--- config.mk ---
export PLATFORM = sky130hd
export DESIGN_NAME = vertex_assembler
export DESIGN_NICKNAME = d
export VERILOG_FILES = /design/src/rtl/vertex_assembler.sv
export SDC_FILE = /design/constraint.sdc
export NUM_CORES = 1
export LEC_CHECK = 0
export ABC_AREA = 1
export BUFFER_PORTS_ARGS = -buffer_cell sky130_fd_sc_hd__buf_2
export CAP_MARGIN = 20
export CORE_ASPECT_RATIO = 0.5
export CORE_MARGIN = 5
export CORE_UTILIZATION = 53
export CTS_BUF_LIST = sky130_fd_sc_hd__clkbuf_2
export DETAILED_ROUTE_END_ITERATION = 12
export PLACE_DENSITY = 0.73
export RECOVER_POWER = 25
export SLEW_MARGIN = 10
export SYNTH_ARGS = -nofsm -noshare
export SYNTH_HDL_FRONTEND = slang
export SYNTH_SLANG_ARGS = --single-unit
--- constraint.sdc ---
create_clock -name CLK -period 11.2 [get_ports CLK]
set_clock_uncertainty 0.1 [all_clocks]
set_input_delay 2.24 -clock CLK [delete_from_list [all_inputs] [get_ports CLK]]
set_output_delay 2.24 -clock CLK [all_outputs]
set_load 0.1 [all_outputs]
--- src/rtl/vertex_assembler.sv ---
// Vertex assembler: buffers transformed vertices in a small FIFO and groups them
// into points, lines or triangles presented to the rasterizer over valid/ready.
module vertex_assembler #(
   parameter int DEPTH = 4,
   parameter int CNTW  = 16
) (
   input  logic            CLK,
   input  logic            RESET_N,
   input  logic [63:0]     Vertex,
   input  logic            NewVertex,
   output logic            stall,
   input  logic [1:0]      prim_mode,
   input  logic            flush,
   output logic            prim_valid,
   input  logic            prim_ready,
   output logic [63:0]     prim_v0,
   output logic [63:0]     prim_v1,
   output logic [63:0]     prim_v2,
   output logic [1:0]      prim_size,
   output logic [CNTW-1:0] prim_total
);

   localparam int AW = (DEPTH > 2) ? $clog2(DEPTH) : 1;
   localparam logic [AW:0] FULL_C = (AW+1)'(DEPTH);

   typedef enum logic {GATHER = 1'b0, EMIT = 1'b1} state_t;

   logic [63:0]     mem_q [DEPTH];
   logic [AW-1:0]   wr_ptr_q, rd_ptr_q;
   logic [AW:0]     count_q, count_d;
   logic [63:0]     slot0_q, slot1_q, slot2_q;
   logic [1:0]      idx_q, n_q, target_s;
   state_t          state_q;
   logic            stall_q, valid_q;
   logic [63:0]     v0_q, v1_q, v2_q;
   logic [1:0]      size_q;
   logic [CNTW-1:0] total_q;
   logic            push_s, pop_s;

   function automatic logic [1:0] mode_size(input logic [1:0] mode);
      case (mode)
         2'd1:    mode_size = 2'd2;
         2'd2:    mode_size = 2'd3;
         default: mode_size = 2'd1;
      endcase
   endfunction

   // Handshake decode and next FIFO occupancy; target size is live only before the first slot fills
   always_comb begin
      push_s   = NewVertex && !stall_q;
      target_s = (idx_q == 2'd0) ? mode_size(prim_mode) : n_q;
      pop_s    = (state_q == GATHER) && (count_q != '0) && (idx_q != target_s);
      if (push_s && !pop_s) begin
         count_d = count_q + (AW+1)'(1);
      end else if (pop_s && !push_s) begin
         count_d = count_q - (AW+1)'(1);
      end else begin
         count_d = count_q;
      end
   end

   // FIFO storage needs no reset: occupancy and pointers define validity
   always_ff @(posedge CLK) begin
      if (push_s) begin
         mem_q[wr_ptr_q] <= Vertex;
      end
   end

   // FIFO control, gather/emit FSM and registered outputs
   always_ff @(posedge CLK or negedge RESET_N) begin
      if (!RESET_N) begin
         wr_ptr_q <= '0;
         rd_ptr_q <= '0;
         count_q  <= '0;
         stall_q  <= 1'b0;
         slot0_q  <= 64'd0;
         slot1_q  <= 64'd0;
         slot2_q  <= 64'd0;
         idx_q    <= 2'd0;
         n_q      <= 2'd1;
         state_q  <= GATHER;
         valid_q  <= 1'b0;
         v0_q     <= 64'd0;
         v1_q     <= 64'd0;
         v2_q     <= 64'd0;
         size_q   <= 2'd0;
         total_q  <= '0;
      end else begin
         if (push_s) begin
            wr_ptr_q <= wr_ptr_q + AW'(1);
         end
         if (pop_s) begin
            rd_ptr_q <= rd_ptr_q + AW'(1);
         end
         count_q <= count_d;
         stall_q <= (count_d == FULL_C);
         case (state_q)
            GATHER: begin
               if (flush) begin
                  // a vertex popped in this cycle is dropped along with the partial slots
                  idx_q <= 2'd0;
               end else if ((idx_q != 2'd0) && (idx_q == n_q)) begin
                  v0_q    <= slot0_q;
                  v1_q    <= (n_q >= 2'd2) ? slot1_q : 64'd0;
                  v2_q    <= (n_q == 2'd3) ? slot2_q : 64'd0;
                  size_q  <= n_q;
                  valid_q <= 1'b1;
                  state_q <= EMIT;
               end else if (pop_s) begin
                  case (idx_q)
                     2'd0:    slot0_q <= mem_q[rd_ptr_q];
                     2'd1:    slot1_q <= mem_q[rd_ptr_q];
                     default: slot2_q <= mem_q[rd_ptr_q];
                  endcase
                  if (idx_q == 2'd0) begin
                     n_q <= target_s;
                  end
                  idx_q <= idx_q + 2'd1;
               end
            end
            EMIT: begin
               if (prim_ready) begin
                  valid_q <= 1'b0;
                  total_q <= total_q + CNTW'(1);
                  idx_q   <= 2'd0;
                  state_q <= GATHER;
               end
            end
            default: begin
               state_q <= GATHER;
            end
         endcase
      end
   end

   assign stall      = stall_q;
   assign prim_valid = valid_q;
   assign prim_v0    = v0_q;
   assign prim_v1    = v1_q;
   assign prim_v2    = v2_q;
   assign prim_size  = size_q;
   assign prim_total = total_q;

endmodule

==> tab_implementation.tex <==
\begin{tabular}{lr}
\hline
Metric & Value \\
\hline
\multicolumn{2}{l}{\textbf{Clock tree}} \\
\quad Clock buffer depth & 3 \\
\quad Hold buffers post-CTS & 0 \\
\quad H-Tree Depth & 4 \\
\quad Setup Buffers After CTS & 0 \\
\quad Cell at the root of the clock tree & clkbuf\_2 \\
\quad Total number of clock tree sinks & around 670 \\
\quad Clock edge transition at the registers on the reported setup and hold paths & 0.11 ns \\
\quad Insertion delay to the later sink of the worst-skew pair & 1.04 ns \\
\quad Resized cells post-CTS & 0 \\
\quad TritonCTS clock tree & built \\
\quad CTS Buf Count & around 150 \\
\multicolumn{2}{l}{\textbf{Setup path}} \\
\quad Kind of launch point of the worst setup path & input pin \\
\quad Type of the worst setup path & input pin to asynchronous set/reset pin \\
\quad Data required time of the worst path & 11.47 ns \\
\quad Endpoint arrival time on the critical path & slightly above 6 ns \\
\quad R2R Setup Slk & just under 8 ns \\
\quad Worst Path Max Fanout & 102 \\
\quad Endpoint type of the worst setup path & asynchronous set/reset pin \\
\multicolumn{2}{l}{\textbf{Drt}} \\
\quad Average routed wire per standard cell & 17.53 um \\
\quad First DRT Iteration DRCs & roughly 1.5k \\
\quad Post-detailed-route DRC marker count & 0 \\
\quad Final ANT Viol Nets & 0 \\
\quad Via/cell ratio & 5.239 \\
\quad Drt total wl & 58510 um \\
\quad Vias after detailed routing & between 15k and 20k \\
\quad Initial DRT Pass Iterations & 5 \\
\multicolumn{2}{l}{\textbf{Finish}} \\
\quad Growth of design area from synthesis to finish & 12.28\% \\
\quad Fraction of layout cells with a size suffix above 1 & 0.1858 \\
\quad Final core utilization & 0.6043 \\
\quad Commonest cells after routing, fill and taps aside & nand2\_1, dfrtp\_1, o21ai\_0 \\
\quad Commonest non-fill, non-tap cell in the layout & nand2\_1 \\
\quad Nets & 2653 \\
\multicolumn{2}{l}{\textbf{Timing}} \\
\quad Final sum of negative setup slack & 0 ns \\
\quad Final hold violation count & 0 \\
\quad Worst slew margin relative to its limit & -1.342 \\
\quad Transition time at the pin with the least slew margin & 3.513 ns \\
\quad Unrepaired setup endpoints after global routing & false \\
\quad Minimum clock period after layout & 5.815 ns \\
\quad Final period utilization & 0.5192 \\
\quad Count of endpoints failing setup in the final report & 0 \\
\quad Fin. max-slew vios & 68 \\
\quad Maximum clock frequency & approximately 0.17 GHz \\
\multicolumn{2}{l}{\textbf{Floorplan}} \\
\quad Core area & 0.04702 mm2 \\
\quad Area of the die & 0.05247 mm2 \\
\quad Die W & 319.0 um \\
\quad Initial core utilization & 0.5382 \\
\quad Number of primary I/O pins & 283 \\
\quad Vertical die dimension & 164.5 um \\
\quad Cell Rows & between 50 and 60 \\
\multicolumn{2}{l}{\textbf{GRT}} \\
\quad Total gr overflow & 0 \\
\quad Global routing usage summed across all routing layers & 0.2250 \\
\quad Vias in the first global route & 17.49k \\
\quad Global-route wire length before repair & 93970 um \\
\quad Largest net degree at the start of global routing & 170 \\
\quad Initial antenna violation count & 8 \\
\multicolumn{2}{l}{\textbf{Status}} \\
\quad Failing checks & capacitance limit, slew limit \\
\quad Outcome & finished, violations left \\
\multicolumn{2}{l}{\textbf{Power and ir drop}} \\
\quad Total power density per cell area & around 310 mW/mm2 \\
\quad Worst voltage drop across the vdd grid & roughly 0.00016 V \\
\quad Leakage power of the design & 13.01 nW \\
\quad Pwr Total & 8.921 mW \\
\multicolumn{2}{l}{\textbf{Logic synthesis}} \\
\quad Synthesized instance count & $\sim$2.3k \\
\quad Total of flip-flops plus latches after synthesis & 672 \\
\quad Average footprint of a synthesized cell & 11.20 um2 \\
\quad Synthesized netlist net count & about 2.3k \\
\quad Sequential cell area fraction in the yosys report & 0.7153 \\
\quad YS warnings & 0 \\
\quad Unique cell type count in the Yosys netlist & 26 \\
\quad Combined area of all synthesized cells & 0.02530 mm2 \\
\multicolumn{2}{l}{\textbf{Place}} \\
\quad Port Buffers & $\sim$280 \\
\quad Global placement routability congestion & around 0.77 \\
\quad Estimated wirelength of the detail-placed design & approximately 35000 um \\
\multicolumn{2}{l}{\textbf{Hold path}} \\
\quad Worst min-delay path class & register to register \\
\multicolumn{2}{l}{\textbf{Flow run}} \\
\quad Max Cap Violations & 1 \\
\hline
\end{tabular}
worst paths after layout:
| check | from | endpoint | cells after the start |
|---|---|---|---|
| min in group asynchronous | RESET_N | slot0_q[57] | 1 |
| min reg2reg | slot0_q[52] | prim_v0[52] | 2 |
| max | RESET_N | prim_v2[25] | 3 |
| min | slot0_q[52] | prim_v0[52] | 2 |
| max in group CLK | prim_total[3] | prim_total[3] | 1 |
| max reg2reg | idx_q[0] | prim_v2[15] | 10 |
layout make-up:
class | count | area [um2]
Tap cell | 638 | 798.3
Fill cell | 3970 | 18610
Inverter | 38 | 147.6
Timing Repair Buffer | 303 | 1501
Multi-Input combinational cell | 1409 | 6490
Sequential cell | 672 | 18100
Clock buffer | 237 | 1186
Antenna cell | 8 | 20.02
Clock inverter | 32 | 162.7
critical path, cell delays in order:
cell and delay, ns:
buf_8 0.52, clkbuf_1 0.65, clkbuf_1 2.51
synthesized netlist by cell type (all sizes together):
master	number	area [um2]
xor2	13	113.9
buf	42	249.0
o21ai	329	1647
a32o	64	640.6
inv	38	142.6
dfrtp	415	10380
nor2	21	86.33
ha	11	137.6
nand3	14	70.07
nand2	876	3301
dfstp	1	26.28
nor3	3	15.01
a21oi	69	345.3
xnor2	6	52.55
clkbuf	98	384.1
edfxtp	256	7687
nand4	3	18.77
kinds of logic (layout without fill, tap and decap cells):
family / Yosys count / after routing / synth area share
xor+xnor: 19 / 19 / 0.006577
buf+inv: 178 / 610 / 0.03066
other cells: 0 / 8 / 0
flops: 672 / 672 / 0.7153
fa+ha+maj: 11 / 11 / 0.005440
simple gates: 917 / 917 / 0.1380
compound gates: 462 / 462 / 0.1040
flip-flops by register name, indices dropped and copies added, names as in the netlist:
register    flops
prim_size       2
state_q         1
mem_q         256
slot0_q        64
rd_ptr_q        2
slot1_q        64
slot2_q        64
n_q             2
idx_q           2
stall           1
prim_v2        64
prim_v0        64
prim_total     16
prim_v1        64
prim_valid      1
wr_ptr_q        2
count_q         3
stage by stage:
step | instances | hold WS (ns) | area (um2) | setup slack (ns)
after floorplan | 2259 | 0.3416 | 25300 | 5.267
after global placement | 3059 | 0.3515 | 27120 | 6.173
after detailed placement | 3059 | 0.3527 | 27120 | 6.123
after CTS | 3328 | 0.3380 | 28470 | 6.749
after global routing | 3336 | 0.3772 | 28410 | 4.552
final | 3337 | 0.3411 | 28410 | 5.385
where the power goes:
part | switching, mW | leakage, nW | internal, mW
combinational | 3.00 | 4.23 | 0.740
sequential | 0.374 | 7.73 | 3.31
clock | 0.921 | 1.05 | 0.577
per-layer routing:
metal / vias up / GRT usage / share of wire
li1: 8328 / - / -
met3: 108 / 0.05094 / 0.056
met1: 8542 / 0.2988 / 0.43
met2: 502 / 0.3698 / 0.49
met4: 2 / 0.08672 / 0.027
met5: - / 0 / 0.00019
Note: power is estimated with default switching activity, not from simulation.
